### config.mk
export PLATFORM = sky130hd
export DESIGN_NAME = fetch_pc_unit_flat
export DESIGN_NICKNAME = d
export VERILOG_FILES = /design/src/rtl/fetch_pc_unit_if.sv /design/src/rtl/fetch_pc_unit.sv /design/src/flat_wrapper.sv
export SDC_FILE = /design/constraint.sdc
export NUM_CORES = 1
export LEC_CHECK = 0
export BUFFER_PORTS_ARGS = -buffer_cell sky130_fd_sc_hd__buf_2
export CORE_MARGIN = 2
export CORE_UTILIZATION = 36
export CTS_BUF_LIST = sky130_fd_sc_hd__clkbuf_8
export CTS_CLUSTER_SIZE = 12
export DETAILED_ROUTE_END_ITERATION = 10
export PLACE_DENSITY = 0.65
export SETUP_SLACK_MARGIN = 0.2
export SYNTH_ARGS = -nofsm -noshare
export SYNTH_HDL_FRONTEND = slang
export SYNTH_SLANG_ARGS = --single-unit
### constraint.sdc
create_clock -name clk -period 3.7 [get_ports clk]
set_input_delay 0.37 -clock clk [delete_from_list [all_inputs] [get_ports clk]]
set_output_delay 0.37 -clock clk [all_outputs]
set_load 0.005 [all_outputs]
### src/rtl/fetch_pc_unit_if.sv
// fetch_pc_unit_if: imem fetch handshake and decode-side valid/stall bundle
interface fetch_pc_unit_if;
  logic        imem_req;
  logic [31:0] imem_addr;
  logic        imem_ready;
  logic        imem_rvalid;
  logic [31:0] imem_rdata;
  logic        if_valid;
  logic [31:0] if_pc;
  logic [31:0] if_instr;
  logic        id_stall;
  modport master (
    output imem_req, imem_addr, if_valid, if_pc, if_instr,
    input  imem_ready, imem_rvalid, imem_rdata, id_stall
  );
  modport slave (
    input  imem_req, imem_addr, if_valid, if_pc, if_instr,
    output imem_ready, imem_rvalid, imem_rdata, id_stall
  );
endinterface

### src/rtl/fetch_pc_unit.sv
// fetch_pc_unit: PC register, next-PC generation and single-outstanding instruction fetch
module fetch_pc_unit #(
  parameter logic [31:0] RESET_PC = 32'h0000_3000
) (
  input  logic              clk,
  input  logic              rst,
  input  logic [1:0]        npc_op,
  input  logic [31:0]       redir_pc,
  input  logic [31:0]       br_imm,
  input  logic [25:0]       j_idx,
  input  logic [31:0]       rs_data,
  fetch_pc_unit_if.master   bus,
  output logic              misalign
);
  localparam logic [1:0] NPC_PLUS4    = 2'd0;
  localparam logic [1:0] NPC_BRANCH   = 2'd1;
  localparam logic [1:0] NPC_JUMP_IMM = 2'd2;
  localparam logic [1:0] NPC_JUMP_REG = 2'd3;
  typedef enum logic [1:0] {S_REQ, S_WAIT, S_HOLD, S_DRAIN} state_t;
  state_t      state_q, state_d;
  logic [31:0] pc_q, pc_d, if_pc_q, if_pc_d, if_instr_q, if_instr_d;
  logic [31:0] seq4, target;
  logic        misalign_q, misalign_d, redirect, accept, capture;
  // redirect target; register jumps are forced word aligned
  always_comb begin
    seq4   = redir_pc + 32'd4;
    target = npc_op == NPC_BRANCH   ? seq4 + (br_imm << 2) :
             npc_op == NPC_JUMP_IMM ? {seq4[31:28], j_idx, 2'b00} :
             npc_op == NPC_JUMP_REG ? {rs_data[31:2], 2'b00} : seq4;
  end
  // fetch sequencer: a redirect always wins, and any response still owed is drained
  always_comb begin
    redirect   = npc_op != NPC_PLUS4;
    accept     = bus.imem_req & bus.imem_ready;
    capture    = (state_q == S_WAIT) & bus.imem_rvalid & !redirect;
    state_d    = state_q;
    case (state_q)
      S_REQ:   state_d = accept ? (redirect ? S_DRAIN : S_WAIT) : S_REQ;
      S_WAIT:  state_d = bus.imem_rvalid ? (redirect ? S_REQ : S_HOLD) : (redirect ? S_DRAIN : S_WAIT);
      S_HOLD:  state_d = (redirect || !bus.id_stall) ? S_REQ : S_HOLD;
      S_DRAIN: state_d = bus.imem_rvalid ? S_REQ : S_DRAIN;
      default: state_d = S_REQ;
    endcase
    pc_d       = redirect ? target : capture ? pc_q + 32'd4 : pc_q;
    if_pc_d    = capture ? pc_q : if_pc_q;
    if_instr_d = capture ? bus.imem_rdata : if_instr_q;
    misalign_d = misalign_q | ((npc_op == NPC_JUMP_REG) & (|rs_data[1:0]));
  end
  // state and PC registers
  always_ff @(posedge clk) begin
    if (rst) begin
      state_q    <= S_REQ;
      pc_q       <= RESET_PC;
      if_pc_q    <= '0;
      if_instr_q <= '0;
      misalign_q <= 1'b0;
    end else begin
      state_q    <= state_d;
      pc_q       <= pc_d;
      if_pc_q    <= if_pc_d;
      if_instr_q <= if_instr_d;
      misalign_q <= misalign_d;
    end
  end
  assign bus.imem_req  = (state_q == S_REQ) && !rst;
  assign bus.imem_addr = pc_q;
  assign bus.if_valid  = state_q == S_HOLD;
  assign bus.if_pc     = if_pc_q;
  assign bus.if_instr  = if_instr_q;
  assign misalign      = misalign_q;
endmodule

### src/flat_wrapper.sv
// flat-port wrapper written by rule: the top's interface ports become plain ports
module fetch_pc_unit_flat 
#(
  parameter logic [31:0] RESET_PC = 32'h0000_3000
)
  (clk, rst, npc_op, redir_pc, br_imm, j_idx, rs_data, misalign, bus_imem_req, bus_imem_addr, bus_if_valid, bus_if_pc, bus_if_instr, bus_imem_ready, bus_imem_rvalid, bus_imem_rdata, bus_id_stall);
  fetch_pc_unit_if bus_i ();
  input  logic clk;
  input  logic rst;
  input  logic [1:0] npc_op;
  input  logic [31:0] redir_pc;
  input  logic [31:0] br_imm;
  input  logic [25:0] j_idx;
  input  logic [31:0] rs_data;
  output logic misalign;
  output wire logic [$bits(bus_i.imem_req)-1:0] bus_imem_req;
  output wire logic [$bits(bus_i.imem_addr)-1:0] bus_imem_addr;
  output wire logic [$bits(bus_i.if_valid)-1:0] bus_if_valid;
  output wire logic [$bits(bus_i.if_pc)-1:0] bus_if_pc;
  output wire logic [$bits(bus_i.if_instr)-1:0] bus_if_instr;
  input wire logic [$bits(bus_i.imem_ready)-1:0] bus_imem_ready;
  input wire logic [$bits(bus_i.imem_rvalid)-1:0] bus_imem_rvalid;
  input wire logic [$bits(bus_i.imem_rdata)-1:0] bus_imem_rdata;
  input wire logic [$bits(bus_i.id_stall)-1:0] bus_id_stall;
  assign bus_imem_req = bus_i.imem_req;
  assign bus_imem_addr = bus_i.imem_addr;
  assign bus_if_valid = bus_i.if_valid;
  assign bus_if_pc = bus_i.if_pc;
  assign bus_if_instr = bus_i.if_instr;
  assign bus_i.imem_ready = bus_imem_ready;
  assign bus_i.imem_rvalid = bus_imem_rvalid;
  assign bus_i.imem_rdata = bus_imem_rdata;
  assign bus_i.id_stall = bus_id_stall;
  fetch_pc_unit #(.RESET_PC(RESET_PC)) u_core (.clk(clk), .rst(rst), .npc_op(npc_op), .redir_pc(redir_pc), .br_imm(br_imm), .j_idx(j_idx), .rs_data(rs_data), .bus(bus_i), .misalign(misalign));
endmodule
==> results.sh <==
export IMPL_post_synth_top_count_cell="nand2_1"
export IMPL_worst_pin_slew_ps=802
export IMPL_clkTransAtPathRegs_ps=100
export IMPL_synth_edf_count=0
export IMPL_drc=0
export IMPL_wl_met2_um=9660
export IMPL_crit_type="primary input to flip-flop"
export IMPL_pre_cts_slack_ps=118
export IMPL_ys_top_cells_by_count="196 x nand2_1, 114 x a21oi_1, 99 x dfxtp_1"
export IMPL_cts_tree="built"
export IMPL_top_layer_used="met5"
export IMPL_cp_arrival_ps=3500
export IMPL_synthesis_nets=1113
export IMPL_post_dp_cell_area_um2=8260
export IMPL_yosys_warnings=0
export IMPL_setup_viol=0
export IMPL_async_reset_ff_share_pct=0
export IMPL_rsz0062_at_grt="false"
export IMPL_gp_congestion=0.923
export IMPL_fin_util_pct=45.4
export IMPL_start_util_pct=36.4
export IMPL_drv_slew=0
export IMPL_syn_inst=913
export IMPL_maxSlewHeadroom_pct=46.3
export IMPL_ctsHoldBuffers=0
export IMPL_period_needed_ps=3240
export IMPL_fin_ws_ps=463
export IMPL_io_pins=260
export IMPL_antenna_found_initial=5
export IMPL_drtAntennaViolNets=0
export IMPL_chipWidth_um=141
export IMPL_die_y_um=141
export IMPL_drive_above_1_share_pct=26.7
export IMPL_r2r_cells=8
export IMPL_portBuffers=257
export IMPL_clock_path_buffers=2
export IMPL_final_nets=1350
export IMPL_ys_top_cells_by_area="dfxtp_1 29%, nand2_1 11%, a21oi_1 8.4%"
export IMPL_ys_seq_area_share_pct=29.3
export IMPL_cts_num_sinks=99
export IMPL_post_cts_buffers=0
export IMPL_synth_top_flop_cell="dfxtp_1"
export IMPL_ys_ff_latch=99
export IMPL_drt_pass1_iterations=5
export IMPL_syn_cell_area_um2=6760
export IMPL_m1WireLength_um=10300
export IMPL_crit_fanout=6
export IMPL_grt_pass1_wl_um=33400
export IMPL_leakage_uw=0.00371
export IMPL_max_freq_mhz=309
export IMPL_overflow=0
export IMPL_worstReg2RegEnd="u_core.bus.imem_addr[28]"
export IMPL_status="finished clean"
export IMPL_setup_tns_ps=0
export IMPL_whs_path_depth=3
export IMPL_synth_top_area_cell="dfxtp_1"
export IMPL_start_kind="primary input"
export IMPL_final_period_utilization_pct=87.5
export IMPL_cts_htree_levels=3
export IMPL_drtIter0Drc=373
export IMPL_syn_to_final_growth_pct=24.8
export IMPL_required_ps=3960
export IMPL_min_from="bus_imem_rdata[24]"
export IMPL_hold_path_class="primary input to flip-flop"
export IMPL_numCtsBuffers=9
export IMPL_dieArea_um2=19900
export IMPL_wl_met3_um=1330
export IMPL_clock_skew_ps=11.1
export IMPL_syn_area_per_cell_um2=7.41
export IMPL_r2r_start="u_core.bus.imem_addr[10]"
export IMPL_insertion_delay_ps=370
export IMPL_ctsRootBufferMaster="clkbuf_8"
export IMPL_hpwl_um=16900
export IMPL_reg2reg_slack_ps=1160
export IMPL_cts_resized=0
export IMPL_max_cap_violations=0
export IMPL_final_cells=1392
export IMPL_hold_viol=0
export IMPL_routed_via_density=5.11
export IMPL_final_area_um2=8440
export IMPL_whs_endpoint="u_core.bus.if_instr[24]"
export IMPL_grt_max_degree=62
export IMPL_num_rows=50
export IMPL_synth_top_area_share_pct=29.3
export IMPL_wire_per_inst_um=15.6
export IMPL_grt_pass1_vias=6430
export IMPL_synth_cell_types=68
export IMPL_peakVddDrop_v=0.000123
export IMPL_power_density_nw_per_um2=300
export IMPL_via_count=7115
export IMPL_cp_end_kind="flip-flop"
export IMPL_grt_usage_pct=20.8
export IMPL_totalWireLength_um=21700
export IMPL_dpl_cell_count=1373
export IMPL_core_area_um2=18600
worst max-delay path by stage:
stage | from | end | slack (ps) | cells after the start
CTS | redir_pc[4] | u_core.bus.imem_addr[31] | 520 | 14
floorplan | redir_pc[5] | u_core.bus.imem_addr[31] | 600 | 13
finish | redir_pc[4] | u_core.bus.imem_addr[22] | 460 | 15
global route | redir_pc[4] | u_core.bus.imem_addr[31] | 210 | 14
detailed placement | redir_pc[4] | u_core.bus.imem_addr[31] | 120 | 14
global placement | redir_pc[4] | u_core.bus.imem_addr[30] | 210 | 16
metrics by stage:
step                      hold WS (ps)  total power [uW]
after floorplan                    442              1620
after global placement             432              1890
after detailed placement           443              1890
after CTS                          201              2560
after global routing               200              2690
final                              224              2530
critical path, cell delays in order:
cell and delay [ps]:
buf_2 130, and4_1 300, and2_0 200, buf_4 150
and3_1 160, xor2_1 200, ha_1 280, a21oi_1 220
inv_1 70, a211oi_1 370, nor2_1 160, o31ai_1 310
xor2_1 110, o211a_1 240, nor4_1 210
power by group:
group	internal, uW	leakage (uW)	switching (uW)
combinational	318	0.00282	380
sequential	1110	0.000806	70.4
clock	250	0.0000864	404
total	1670	0.00371	855
metal layers:
layer / vias up / GRT usage (%)
li1: 3699 / -
met1: 3152 / 28.2
met2: 232 / 33.4
met3: 28 / 4.55
met4: 4 / 6.05
met5: - / 0
state kept, by name (all words and copies together) (netlist names):
register,count
u_core.bus.if_instr,32
u_core.bus.imem_addr,32
u_core.misalign,1
u_core.bus.if_pc,32
u_core.state_q,2
layout by cell type (no fill, tap or decap), drive strengths merged, types with 3 or more instances in the layout:
cell type / count
diode: 3
a221oi: 3
inv: 17
nand4: 17
o21ai: 30
dfxtp: 99
a211oi: 19
clkbuf: 9
o21a: 4
nand3: 33
a311oi: 3
o31ai: 5
and2: 5
nand2: 196
ha: 38
nor3: 21
xor2: 24
and3: 14
a2bb2oi: 4
o22ai: 3
and4: 6
nor2: 78
a31o: 3
mux2i: 11
a21oi: 115
a21o: 11
buf: 272
or2: 4
nor4: 4
nand2b: 3
xnor2: 48
or3: 5
mux4: 3
a31oi: 10
nor2b: 7
cells by family after synthesis:
| family | Yosys count | synth area share (%) |
|---|---|---|
| muxes | 16 | 2.96 |
| DFF | 99 | 29.3 |
| AOI/OAI and AO/OA | 231 | 20.9 |
| buffers and inverters | 60 | 4.11 |
| adders and majority gates | 39 | 7.33 |
| and+or+nand+nor | 396 | 26.1 |
| xor gates and xnor gates | 72 | 9.32 |
final cells by class:
type	count	area (um^2)
timing repair buffer	272	1410
antenna	3	7.51
clock buffer	9	124
fill	2002	10100
inverter	14	52.6
sequential	99	1980
clock inverter	7	51.3
tap	234	293
multi-input combinational	754	4510
No activity file was read; power rests on OpenSTA's default activity.
